**src/rtl/btn_conditioner.sv**
```systemverilog
// -----------------------------------------------------------------------------
// btn_conditioner
//
// Purpose:
//   Conditions a raw, bouncing, asynchronous push-button into clean,
//   single-cycle events for the mode-select FSM. It provides:
//   - a debounced level
//   - press, release and long-press strobes
//   - a wrapping 8-bit press counter
//
// Ports:
//   clk            in   1  single clock, all logic on posedge
//   srst_n         in   1  synchronous reset, active-low
//   btn_raw        in   1  asynchronous bouncing button input, active-high
//   btn_level      out  1  debounced button level
//   press_pulse    out  1  one-cycle strobe on accepted press (and auto-repeat)
//   release_pulse  out  1  one-cycle strobe on accepted release
//   long_pulse     out  1  one-cycle strobe when a hold reaches LONG_PRESS_CYCLES
//   press_count    out  8  number of press_pulse strobes, modulo 256
//
// Configuration macro:
//   BTN_AUTOREPEAT_EN - when defined, press_pulse repeats every REPEAT_CYCLES
//                       cycles while in LONG_HELD. When undefined, no repeat
//                       counter exists.
// -----------------------------------------------------------------------------
module btn_conditioner #(
  parameter int DEBOUNCE_CYCLES   = 4,
  parameter int LONG_PRESS_CYCLES = 256,
  parameter int REPEAT_CYCLES     = 64
) (
  input  logic       clk,
  input  logic       srst_n,
  input  logic       btn_raw,
  output logic       btn_level,
  output logic       press_pulse,
  output logic       release_pulse,
  output logic       long_pulse,
  output logic [7:0] press_count
);

  localparam int DEB_W  = $clog2(DEBOUNCE_CYCLES + 1);
  localparam int HOLD_W = $clog2(LONG_PRESS_CYCLES + 1);

  localparam logic [DEB_W-1:0]  DEB_MAX   = DEB_W'(DEBOUNCE_CYCLES);
  localparam logic [HOLD_W-1:0] HOLD_MAX  = HOLD_W'(LONG_PRESS_CYCLES);
  // The long threshold is taken on the edge where hold_cnt becomes
  // LONG_PRESS_CYCLES. That places long_pulse exactly LONG_PRESS_CYCLES
  // edges after press_pulse.
  localparam logic [HOLD_W-1:0] HOLD_LAST = HOLD_W'(LONG_PRESS_CYCLES - 1);

  localparam logic [1:0] ST_IDLE       = 2'd0;
  localparam logic [1:0] ST_PRESS_WAIT = 2'd1;
  localparam logic [1:0] ST_PRESSED    = 2'd2;
  localparam logic [1:0] ST_LONG_HELD  = 2'd3;

  // Reject illegal parameter combinations at elaboration time.
  if (DEBOUNCE_CYCLES < 1 || LONG_PRESS_CYCLES <= DEBOUNCE_CYCLES ||
      REPEAT_CYCLES < 1) begin : g_bad_params
    $error("btn_conditioner: illegal parameter combination");
  end

  // ---------------------------------------------------------------------------
  // State
  // ---------------------------------------------------------------------------
  logic [1:0]        sync_q;
  logic [1:0]        state_q,    state_d;
  logic [DEB_W-1:0]  deb_cnt_q,  deb_cnt_d;
  logic [DEB_W-1:0]  rel_cnt_q,  rel_cnt_d;
  logic [HOLD_W-1:0] hold_cnt_q, hold_cnt_d;
  logic              level_q,    level_d;
  logic              press_q,    press_d;
  logic              release_q,  release_d;
  logic              long_q,     long_d;
  logic [7:0]        count_q,    count_d;
`ifdef BTN_AUTOREPEAT_EN
  localparam int REP_W = $clog2(REPEAT_CYCLES + 1);
  localparam logic [REP_W-1:0] REP_LAST = REP_W'(REPEAT_CYCLES - 1);
  logic [REP_W-1:0]  rep_cnt_q,  rep_cnt_d;
`endif

  logic btn_s;
  logic release_done;

  // Only the second synchronizer stage is ever looked at.
  assign btn_s = sync_q[1];

  // Release is confirmed on the sample after rel_cnt reached DEBOUNCE_CYCLES.
  // This mirrors the press path, so both have the same latency from btn_raw.
  assign release_done = !btn_s && (rel_cnt_q == DEB_MAX);

  // ---------------------------------------------------------------------------
  // Next-state logic
  // ---------------------------------------------------------------------------
  always_comb begin
    state_d    = state_q;
    deb_cnt_d  = deb_cnt_q;
    rel_cnt_d  = rel_cnt_q;
    hold_cnt_d = hold_cnt_q;
    level_d    = level_q;
    press_d    = 1'b0;
    release_d  = 1'b0;
    long_d     = 1'b0;
    count_d    = count_q;
`ifdef BTN_AUTOREPEAT_EN
    rep_cnt_d  = rep_cnt_q;
`endif

    case (state_q)
      ST_IDLE: begin
        if (btn_s) begin
          state_d   = ST_PRESS_WAIT;
          deb_cnt_d = DEB_W'(1);
        end else begin
          deb_cnt_d = '0;
        end
      end

      ST_PRESS_WAIT: begin
        if (!btn_s) begin
          state_d   = ST_IDLE;
          deb_cnt_d = '0;
        end else if (deb_cnt_q == DEB_MAX) begin
          state_d    = ST_PRESSED;
          press_d    = 1'b1;
          level_d    = 1'b1;
          count_d    = count_q + 8'd1;
          hold_cnt_d = '0;
          rel_cnt_d  = '0;
          deb_cnt_d  = '0;
        end else begin
          deb_cnt_d = deb_cnt_q + DEB_W'(1);
        end
      end

      ST_PRESSED, ST_LONG_HELD: begin
        // Release debounce: any 1 sample restarts it. The counter
        // saturates until the confirming 0 sample arrives.
        if (btn_s) begin
          rel_cnt_d = '0;
        end else if (rel_cnt_q != DEB_MAX) begin
          rel_cnt_d = rel_cnt_q + DEB_W'(1);
        end

        if (release_done) begin
          // Release wins over a coincident long threshold or a repeat.
          state_d   = ST_IDLE;
          release_d = 1'b1;
          level_d   = 1'b0;
          rel_cnt_d = '0;
          deb_cnt_d = '0;
        end else if (state_q == ST_PRESSED) begin
          if (hold_cnt_q != HOLD_MAX) begin
            hold_cnt_d = hold_cnt_q + HOLD_W'(1);
          end
          if (hold_cnt_q == HOLD_LAST) begin
            state_d = ST_LONG_HELD;
            long_d  = 1'b1;
`ifdef BTN_AUTOREPEAT_EN
            rep_cnt_d = '0;
`endif
          end
        end else begin
`ifdef BTN_AUTOREPEAT_EN
          if (rep_cnt_q == REP_LAST) begin
            press_d   = 1'b1;
            count_d   = count_q + 8'd1;
            rep_cnt_d = '0;
          end else begin
            rep_cnt_d = rep_cnt_q + REP_W'(1);
          end
`endif
        end
      end

      default: begin
        state_d = ST_IDLE;
      end
    endcase
  end

  // ---------------------------------------------------------------------------
  // Registers
  // ---------------------------------------------------------------------------
  always_ff @(posedge clk) begin
    if (!srst_n) begin
      sync_q     <= '0;
      state_q    <= ST_IDLE;
      deb_cnt_q  <= '0;
      rel_cnt_q  <= '0;
      hold_cnt_q <= '0;
      level_q    <= 1'b0;
      press_q    <= 1'b0;
      release_q  <= 1'b0;
      long_q     <= 1'b0;
      count_q    <= '0;
`ifdef BTN_AUTOREPEAT_EN
      rep_cnt_q  <= '0;
`endif
    end else begin
      sync_q     <= {sync_q[0], btn_raw};
      state_q    <= state_d;
      deb_cnt_q  <= deb_cnt_d;
      rel_cnt_q  <= rel_cnt_d;
      hold_cnt_q <= hold_cnt_d;
      level_q    <= level_d;
      press_q    <= press_d;
      release_q  <= release_d;
      long_q     <= long_d;
      count_q    <= count_d;
`ifdef BTN_AUTOREPEAT_EN
      rep_cnt_q  <= rep_cnt_d;
`endif
    end
  end

  assign btn_level     = level_q;
  assign press_pulse   = press_q;
  assign release_pulse = release_q;
  assign long_pulse    = long_q;
  assign press_count   = count_q;

endmodule
```
**config.mk**
```make
export PLATFORM = sky130hd
export DESIGN_NAME = btn_conditioner
export DESIGN_NICKNAME = d
export VERILOG_FILES = /design/src/rtl/btn_conditioner.sv
export SDC_FILE = /design/constraint.sdc
export NUM_CORES = 1
export LEC_CHECK = 0
export CORE_AREA = 2 2 57 59
export CTS_CLUSTER_DIAMETER = 40
export CTS_CLUSTER_SIZE = 40
export DETAILED_ROUTE_END_ITERATION = 8
export DIE_AREA = 0 0 59 61
export PLACE_DENSITY = 0.72
export SYNTH_ARGS = -nofsm -noshare
export SYNTH_HDL_FRONTEND = slang
export SYNTH_SLANG_ARGS = --single-unit
```
**constraint.sdc**
```tcl
create_clock -name clk -period 4.46 [get_ports clk]
set_input_delay 0.669 -clock clk [delete_from_list [all_inputs] [get_ports clk]]
set_output_delay 0.669 -clock clk [all_outputs]
set_load 0.01 [all_outputs]
```
Word-level counts from Yosys, hierarchy flattened:

Cells that the tools add are included.

* logic and storage cells: 80
* output and inout port bits: 12
* bits of input ports: 3
* register bits: 31

* add/sub/neg operators: 4
* muxes and demuxes: 31
* eq/ne operators: 19
* bitwise logic cells: 3
* reductions and logical operators: 13

Operators by type and width (count)
* $mux 9: 5
* $mux 3: 8
* $pmux 9 s2: 1
* $ne 2x2->1 const B: 7
* $mux 2: 6
* $ne 3x3->1 const B: 4
* $reduce_and 4->1: 3
* $add 9x1->9 const B: 1
* $eq 9x8->1 const B: 1
* $ne 9x9->1 const B: 1
* $pmux 3 s3: 1
* $add 8x1->8 const B: 1
* $mux 1: 7
* $add 3x1->3 const B: 2
* $eq 3x3->1 const B: 2
* $pmux 2 s3: 1
* $pmux 3 s2: 1
* $reduce_and 3->1: 2
* $reduce_and 6->1: 1
* $eq 2x2->1 const B: 2
* $ne 4x4->1 const B: 1
* $reduce_or 4->1: 1
* $not 1->1: 3
* $eq 2x1->1 const B: 1
* 7 further kinds: 7

Logic depth before layout (Yosys ltp):

Gate-level depths: netlist of run 1.

* word-level depth: 5
* mapped depth: 8
* depth with buffers taken out: 8

Worst setup path after synthesis of run 1:

Ideal clock, no wire load.

* kind: flip-flop to flip-flop
* start: register rel_cnt_q[0]
* end: register hold_cnt_q[6]
* period minus slack after synthesis: 1.860 ns
* library setup time: 0.073 ns
* stages on the path, launching flop included: 9
* arrival: 1.787 ns
* slack: 2.600 ns
* data required time: 4.387 ns
* path buffers: 2
* path through: dfxtp_1 > inv_1 > ha_1 > and3b_1 > buf_6 > or2_1 > buf_6 > or4_4 > o211ai_2

* word-level cells in the longest chain between the ends: 4

Ends and longest elaborated chain
* start: declaration: line 68 `logic [DEB_W-1:0] rel_cnt_q, rel_cnt_d;`
* start signal: assignment: line 203 `rel_cnt_q <= rel_cnt_d;`
* $eq 3x3->1: line 89 `assign release_done = !btn_s && (rel_cnt_q == DEB_MAX);`
* $logic_and 1x1->1: line 89
* $ne 2x2->1 (no line)
* $reduce_and 6->1 (no line)
* end signal: assignment: line 204 `hold_cnt_q <= hold_cnt_d;`
* end: declaration: line 69 `logic [HOLD_W-1:0] hold_cnt_q, hold_cnt_d;`

Every way passes these cells.
A chain may end at the register's enable or synchronous reset.

==> results of run 1 <==
## cells by family after synthesis
family | after synthesis | share of synthesized area
adder cells (fa/ha/maj) | 8 | 0.0663
XOR/XNOR | 7 | 0.0406
buffers and inverters | 20 | 0.0597
AO/OA/AOI/OAI | 34 | 0.148
flip-flops | 31 | 0.411
AND/OR/NAND/NOR | 77 | 0.274
## metrics by stage
stage                     hold WS, ns  total power (uW)
after floorplan                 0.412               293
after global placement          0.423               296
after detailed placement        0.435               297
after CTS                       0.457               450
after global routing            0.472               462
final                           0.455               444
## worst reg2reg max path: stages (launching register included)
cell and delay [ns]:
sky130_fd_sc_hd__dfxtp_1 0.38, sky130_fd_sc_hd__inv_1 0.06, sky130_fd_sc_hd__ha_1 0.20, sky130_fd_sc_hd__and3b_1 0.23, sky130_fd_sc_hd__or2_1 0.36, sky130_fd_sc_hd__or4_4 0.55, sky130_fd_sc_hd__o211ai_2 0.08
## layout make-up
cell class                      instances  area share
Tap cell                               33      0.0243
Sequential cell                        31       0.365
Multi-Input combinational cell        126       0.470
Clock buffer                            7      0.0265
Timing Repair Buffer                   14      0.0825
Inverter                               13      0.0287
Clock inverter                          1     0.00295
## per-layer routing
metal	up-vias	routed length [um]	global-route usage
met1	643	1420	0.243
met2	39	1440	0.337
li1	658	-	-
met5	-	0	0
met3	7	147	0.0512
met4	0	57	0.0779
## sequential cells by signal, summed over array words and instances, names as in the netlist
register and flops:
btn_level 1, deb_cnt_q 3, hold_cnt_q 9, long_pulse 1
press_count 8, press_pulse 1, rel_cnt_q 3, release_pulse 1
state_q 2, sync_q 2
## report_power, final
part	switching (uW)	internal [uW]
clock network	92.4	61.4
logic	6.72	3.79
registers	1.75	278
## how the worst max path moves through the flow
stage	end	from	slack, ns	depth (start not counted)
after floorplan	hold_cnt_q[6]$_SDFFE_PN0P_	rel_cnt_q[0]$_SDFFE_PN0P_	2.60	8
after CTS	hold_cnt_q[6]$_SDFFE_PN0P_	srst_n	1.96	5
after detailed placement	hold_cnt_q[6]$_SDFFE_PN0P_	srst_n	1.61	5
after global placement	hold_cnt_q[6]$_SDFFE_PN0P_	srst_n	1.65	5
final	hold_cnt_q[6]$_SDFFE_PN0P_	srst_n	1.94	5
after global routing	hold_cnt_q[6]$_SDFFE_PN0P_	srst_n	1.81	5
## cell usage after synthesis (6+ instances only)
cell | instances | share of area
sky130_fd_sc_hd__a21oi_1 | 9 | 0.030
sky130_fd_sc_hd__nand2_1 | 12 | 0.030
sky130_fd_sc_hd__inv_1 | 13 | 0.032
sky130_fd_sc_hd__xnor2_1 | 6 | 0.035
sky130_fd_sc_hd__nand3_1 | 8 | 0.027
sky130_fd_sc_hd__ha_1 | 8 | 0.066
sky130_fd_sc_hd__dfxtp_1 | 31 | 0.41
sky130_fd_sc_hd__nor2_1 | 19 | 0.047
sky130_fd_sc_hd__o21ai_0 | 6 | 0.020
sky130_fd_sc_hd__nor4_1 | 6 | 0.025
==> run_summary.xml, run 1 <==
<?xml version="1.0" encoding="UTF-8"?>
<metrics>
  <group name="critical_path">
    <metric name="critical_path_class" unit="">input port to flop</metric>
    <metric name="worst_ep_arrival_time" unit="ns">2.78</metric>
    <metric name="required" unit="ns">4.72</metric>
    <metric name="crit-reg2reg-capture" unit="">hold_cnt_q[6]$_SDFFE_PN0P_</metric>
    <metric name="timing.critical_path.slowest_cell_delay" unit="ns">0.74</metric>
    <metric name="critical_path_peak_fanout" unit="">24</metric>
    <metric name="r2r-start" unit="">rel_cnt_q[0]$_SDFFE_PN0P_</metric>
    <metric name="r2r_slack" unit="ns">2.54</metric>
    <metric name="critPathSlowestCell" unit="">sky130_fd_sc_hd__clkdlybuf4s50_1</metric>
    <metric name="worstSetupStartpointType" unit="">input port</metric>
    <metric name="crit_path_cell_trace" unit="">clkdlybuf4s50_1 &gt; inv_1 &gt; or3_1 &gt; or4_4 &gt; o211ai_2</metric>
    <metric name="rr_worst_depth" unit="">6</metric>
    <metric name="critical_path.n_buffers_inverters" unit="">2</metric>
    <metric name="timing.critical_path.to_type" unit="">flop</metric>
    <metric name="crit_family" unit="">buffers and inverters</metric>
  </group>
  <group name="die">
    <metric name="die_x" unit="um">59</metric>
    <metric name="top_level_ports" unit="">15</metric>
    <metric name="floorplan.rows" unit="">20</metric>
    <metric name="floorplan.die_area" unit="um^2">3600</metric>
    <metric name="area_inside_the_core_boundary" unit="um^2">2950</metric>
    <metric name="die_height" unit="um">61</metric>
    <metric name="initial_utilization" unit="">0.511</metric>
  </group>
  <group name="synthesis">
    <metric name="synth_enable_flop_cells" unit="">0</metric>
    <metric name="synth_instances" unit="">177</metric>
    <metric name="synth_top_flop_cell" unit="">sky130_fd_sc_hd__dfxtp_1</metric>
    <metric name="ys_warn_count" unit="">0</metric>
    <metric name="synth_fp_nets" unit="">188</metric>
    <metric name="yosys.cell_types.count" unit="">40</metric>
    <metric name="ys_seq_elements" unit="">31</metric>
    <metric name="ys_async_sr_fraction" unit="">0</metric>
    <metric name="syn-mean-instance-area" unit="um^2">8.53</metric>
    <metric name="cell_area_after_technology_mapping" unit="um^2">1510</metric>
    <metric name="ys_seq_area_frac" unit="">0.411</metric>
  </group>
  <group name="cells_and_area">
    <metric name="multiInputGateArea" unit="um^2">798</metric>
    <metric name="final_cell_mix" unit="">31 x sky130_fd_sc_hd__dfxtp_1, 19 x sky130_fd_sc_hd__nor2_1, 14 x sky130_fd_sc_hd__clkdlybuf4s50_1, 13 x sky130_fd_sc_hd__inv_1, 12 x sky130_fd_sc_hd__nand2_1</metric>
    <metric name="nNetsFinal" unit="">202</metric>
    <metric name="seqCellArea" unit="um^2">621</metric>
    <metric name="final_design_area_no_fill" unit="um^2">1700</metric>
    <metric name="layout_commonest_cell" unit="">sky130_fd_sc_hd__dfxtp_1</metric>
    <metric name="finalNonFillerCells" unit="">225</metric>
    <metric name="layout.core_utilization" unit="">0.575</metric>
    <metric name="number_of_antenna_diodes" unit="">0</metric>
    <metric name="syn2layout_area_growth" unit="%">12.6</metric>
    <metric name="post_route_cells_drive_above_1_share" unit="">0.0521</metric>
    <metric name="fillCellCount" unit="">268</metric>
  </group>
  <group name="placed_design">
    <metric name="dp_cells" unit="">217</metric>
    <metric name="io_buffer_count" unit="">14</metric>
    <metric name="post-place-ws" unit="ns">1.61</metric>
    <metric name="gp_congestion" unit="">0.836</metric>
    <metric name="place_area" unit="um^2">1650</metric>
    <metric name="place.detailed.hpwl" unit="um">2190</metric>
  </group>
  <group name="cts">
    <metric name="cts_tree" unit="">done</metric>
    <metric name="cts_buffer_depth" unit="">2</metric>
    <metric name="cts.sinks" unit="">31</metric>
    <metric name="clk-insertion-delay-late" unit="ns">0.32</metric>
    <metric name="cts.root.buffer_cell" unit="">sky130_fd_sc_hd__clkbuf_4</metric>
    <metric name="clkTransAtPathRegs" unit="ns">0.09</metric>
    <metric name="postCtsSetupBuffers" unit="">0</metric>
    <metric name="tritoncts.num_buffers" unit="">5</metric>
    <metric name="cts.hold.buffers_added" unit="">0</metric>
    <metric name="h-tree-depth" unit="">2</metric>
    <metric name="cts_repair_resize_count" unit="">0</metric>
  </group>
  <group name="routing">
    <metric name="drt.antenna.violating_nets" unit="">0</metric>
    <metric name="avgViaCountPerCell" unit="">5.99</metric>
    <metric name="routed_wl" unit="um">3070</metric>
    <metric name="dr.first_iter.drc_count" unit="">42</metric>
    <metric name="detail_route.first_pass.iterations" unit="">4</metric>
    <metric name="routed-via-count" unit="">1347</metric>
    <metric name="wl_per_cell" unit="um">13.6</metric>
    <metric name="drcViolationCount" unit="">0</metric>
  </group>
  <group name="grt">
    <metric name="grt_pass1_wl" unit="um">5390</metric>
    <metric name="grt_start_max_net_pins" unit="">25</metric>
    <metric name="track_usage" unit="">0.199</metric>
    <metric name="grt_antenna_before_repair" unit="">0</metric>
    <metric name="grt_pass1_vias" unit="">1214</metric>
    <metric name="overflow" unit="">0</metric>
  </group>
  <group name="timing">
    <metric name="fin_crit_sh" unit="">0.566</metric>
    <metric name="fin_crit" unit="ns">2.52</metric>
    <metric name="finClkSkew" unit="ns">0.00385</metric>
    <metric name="setup_viol_count_final" unit="">0</metric>
    <metric name="timing.slew.headroom" unit="">0.526</metric>
    <metric name="setup-tns-final" unit="ns">0</metric>
    <metric name="max_slew.worst_pin.slew" unit="ns">0.711</metric>
    <metric name="maxClockFrequency" unit="MHz">396</metric>
    <metric name="timing_max_transition_violations_final" unit="">0</metric>
    <metric name="grt_setup_unrepaired" unit="">false</metric>
    <metric name="postLayoutSetupSlackWorst" unit="ns">1.94</metric>
    <metric name="hold_violation_count_in_the_final_report" unit="">0</metric>
  </group>
  <group name="min_path">
    <metric name="whs_endpoint" unit="">sync_q[1]$_SDFF_PN0_</metric>
    <metric name="min_delay_path_depth" unit="">1</metric>
    <metric name="beginning_of_the_worst_hold_path" unit="">sync_q[0]$_SDFF_PN0_</metric>
    <metric name="worst_hold_path_type" unit="">flop to flop</metric>
  </group>
  <group name="pwr">
    <metric name="cellLeakagePower" unit="uW">0.000577</metric>
    <metric name="worst_voltage_drop_across_the_vdd_grid" unit="mV">0.164</metric>
    <metric name="power_dens_cells" unit="nW/um^2">261</metric>
  </group>
  <group name="outcome">
    <metric name="status" unit="">finished, final reports clean</metric>
  </group>
  <group name="run">
    <metric name="drv.max_cap_violation_count" unit="">0</metric>
  </group>
</metrics>
No activity file was read; power rests on OpenSTA's default activity.
==> run 2, diff against run 1 <==
clock period = 2.65 ns   (was 4.46 ns; I/O delays follow)
==> run_summary.xml, run 2 (synthesis gave the netlist of run 1 again) <==
<?xml version="1.0" encoding="UTF-8"?>
<metrics>
  <group name="outcome">
    <metric name="status" unit="">finished, final reports clean</metric>
  </group>
  <group name="grt">
    <metric name="grt_pass1_wl" unit="um">5410</metric>
    <metric name="grt_antenna_before_repair" unit="">0</metric>
    <metric name="overflow" unit="">0</metric>
    <metric name="grt_start_max_net_pins" unit="">24</metric>
    <metric name="grt_pass1_vias" unit="">1253</metric>
    <metric name="track_usage" unit="">0.202</metric>
  </group>
  <group name="critical_path">
    <metric name="required" unit="ns">2.93</metric>
    <metric name="r2r-start" unit="">rel_cnt_q[0]$_SDFFE_PN0P_</metric>
    <metric name="worstSetupStartpointType" unit="">flop</metric>
    <metric name="cp-startpoint" unit="">rel_cnt_q[0]$_SDFFE_PN0P_</metric>
    <metric name="critical_path_class" unit="">flop to flop</metric>
    <metric name="critical_path_peak_fanout" unit="">8</metric>
    <metric name="worst_ep_arrival_time" unit="ns">2.18</metric>
    <metric name="timing.critical_path.to_type" unit="">flop</metric>
  </group>
  <group name="timing">
    <metric name="hold_violation_count_in_the_final_report" unit="">0</metric>
    <metric name="timing_max_transition_violations_final" unit="">0</metric>
    <metric name="timing.slew.headroom" unit="">0.633</metric>
    <metric name="setup_viol_count_final" unit="">0</metric>
    <metric name="fin_crit" unit="ns">1.90</metric>
    <metric name="maxClockFrequency" unit="MHz">526</metric>
    <metric name="max_slew.worst_pin.slew" unit="ns">0.545</metric>
    <metric name="fin_crit_sh" unit="">0.717</metric>
    <metric name="setup-tns-final" unit="ns">0</metric>
    <metric name="finClkSkew" unit="ns">0.00474</metric>
    <metric name="grt_setup_unrepaired" unit="">false</metric>
  </group>
  <group name="die">
    <metric name="floorplan.rows" unit="">20</metric>
    <metric name="die_x" unit="um">59</metric>
    <metric name="area_inside_the_core_boundary" unit="um^2">2950</metric>
    <metric name="initial_utilization" unit="">0.511</metric>
    <metric name="top_level_ports" unit="">15</metric>
    <metric name="die_height" unit="um">61</metric>
    <metric name="floorplan.die_area" unit="um^2">3600</metric>
  </group>
  <group name="cells_and_area">
    <metric name="syn2layout_area_growth" unit="%">14.0</metric>
    <metric name="post_route_cells_drive_above_1_share" unit="">0.0674</metric>
    <metric name="fillCellCount" unit="">282</metric>
    <metric name="final_cell_mix" unit="">31 x sky130_fd_sc_hd__dfxtp_1, 19 x sky130_fd_sc_hd__nor2_1, 14 x sky130_fd_sc_hd__clkdlybuf4s50_1, 13 x sky130_fd_sc_hd__inv_1, 12 x sky130_fd_sc_hd__nand2_1</metric>
    <metric name="layout_commonest_cell" unit="">sky130_fd_sc_hd__dfxtp_1</metric>
    <metric name="layout.core_utilization" unit="">0.583</metric>
    <metric name="number_of_antenna_diodes" unit="">0</metric>
    <metric name="nNetsFinal" unit="">204</metric>
    <metric name="regMostFlops" unit="">hold_cnt_q</metric>
    <metric name="largest_register_ff_count" unit="">9</metric>
  </group>
  <group name="pwr">
    <metric name="cellLeakagePower" unit="uW">0.000591</metric>
    <metric name="worst_voltage_drop_across_the_vdd_grid" unit="mV">0.397</metric>
    <metric name="power_dens_cells" unit="nW/um^2">450</metric>
  </group>
  <group name="placed_design">
    <metric name="gp_congestion" unit="">0.864</metric>
    <metric name="place.detailed.hpwl" unit="um">2260</metric>
    <metric name="io_buffer_count" unit="">14</metric>
  </group>
  <group name="routing">
    <metric name="detail_route.first_pass.iterations" unit="">4</metric>
    <metric name="avgViaCountPerCell" unit="">5.73</metric>
    <metric name="drcViolationCount" unit="">0</metric>
    <metric name="routed_wl" unit="um">3140</metric>
    <metric name="drt.antenna.violating_nets" unit="">0</metric>
    <metric name="routed-via-count" unit="">1295</metric>
    <metric name="dr.first_iter.drc_count" unit="">25</metric>
    <metric name="wl_per_cell" unit="um">13.9</metric>
  </group>
  <group name="min_path">
    <metric name="beginning_of_the_worst_hold_path" unit="">sync_q[0]$_SDFF_PN0_</metric>
    <metric name="worst_hold_path_type" unit="">flop to flop</metric>
  </group>
  <group name="cts">
    <metric name="cts.root.buffer_cell" unit="">sky130_fd_sc_hd__clkbuf_4</metric>
    <metric name="tritoncts.num_buffers" unit="">5</metric>
    <metric name="cts.sinks" unit="">31</metric>
    <metric name="cts_tree" unit="">done</metric>
    <metric name="cts.hold.buffers_added" unit="">0</metric>
    <metric name="cts_buffer_depth" unit="">2</metric>
    <metric name="postCtsSetupBuffers" unit="">0</metric>
    <metric name="cts_repair_resize_count" unit="">0</metric>
    <metric name="h-tree-depth" unit="">2</metric>
    <metric name="clk-insertion-delay-late" unit="ns">0.34</metric>
    <metric name="clkTransAtPathRegs" unit="ns">0.09</metric>
  </group>
  <group name="run">
    <metric name="drv.max_cap_violation_count" unit="">0</metric>
  </group>
</metrics>
==> run 2: cell types whose count changed in the layout (fill, tap and decap cells not counted) <==
cell                       before  now
sky130_fd_sc_hd__clkbuf_8       0    1
sky130_fd_sc_hd__buf_4          0    2
sky130_fd_sc_hd__clkbuf_1       2    0
==> run 2: power by group <==
part / internal, uW / switching (uW) / total (uW)
Sequential: 468 / 2.79 / 471
Clock: 123 / 159 / 282
Combinational: 8.33 / 12.2 / 20.6
==> run 2: final cells by class <==
cell class,instances,area (um^2),area share
Clock buffer,6,51.3,0.0298
Clock inverter,1,5.00,0.00291
Inverter,13,48.8,0.0284
Multi-Input combinational cell,126,798,0.464
Sequential cell,31,621,0.361
Tap cell,33,41.3,0.0240
Timing Repair Buffer,16,155,0.0902
==> run 2: through the flow <==
stage	instance area, um^2	worst slack [ns]	hold WS (ns)	std cells	power [uW]
2_1_floorplan	1510	0.790	0.412	177	493
3_3_place_gp	1660	0.829	0.417	219	502
3_5_place_dp	1660	0.768	0.433	219	502
4_1_cts	1720	0.741	0.464	226	785
5_1_grt	1720	0.604	0.484	226	799
6_report	1720	0.750	0.456	226	773
==> run 2: worst max-delay path: stages, from the launching register on <==
cell and delay (ns):
sky130_fd_sc_hd__dfxtp_1 0.39, sky130_fd_sc_hd__inv_1 0.06, sky130_fd_sc_hd__ha_1 0.20, sky130_fd_sc_hd__and3b_1 0.22, sky130_fd_sc_hd__or2_1 0.34, sky130_fd_sc_hd__or4_4 0.54
sky130_fd_sc_hd__o211ai_2 0.08
==> run 2: metal layers <==
metal	vias up	global-route usage	share of wire	wire length, um
met5	-	0	0	0
met4	0	0.0812	0.011	34
met3	4	0.0640	0.049	155
met2	29	0.343	0.46	1450
met1	601	0.237	0.48	1500
li1	661	-	-	-
==> run 2: path summary, 6_finish.rpt <==
path | end | cells past startpoint | slack (ns)
worst min register to register | sync_q[1]$_SDFF_PN0_ | 1 | 0.46
worst max register to register | hold_cnt_q[6]$_SDFFE_PN0P_ | 6 | 0.75
worst max-delay path | hold_cnt_q[6]$_SDFFE_PN0P_ | 6 | 0.75
worst min-delay path | sync_q[1]$_SDFF_PN0_ | 1 | 0.46
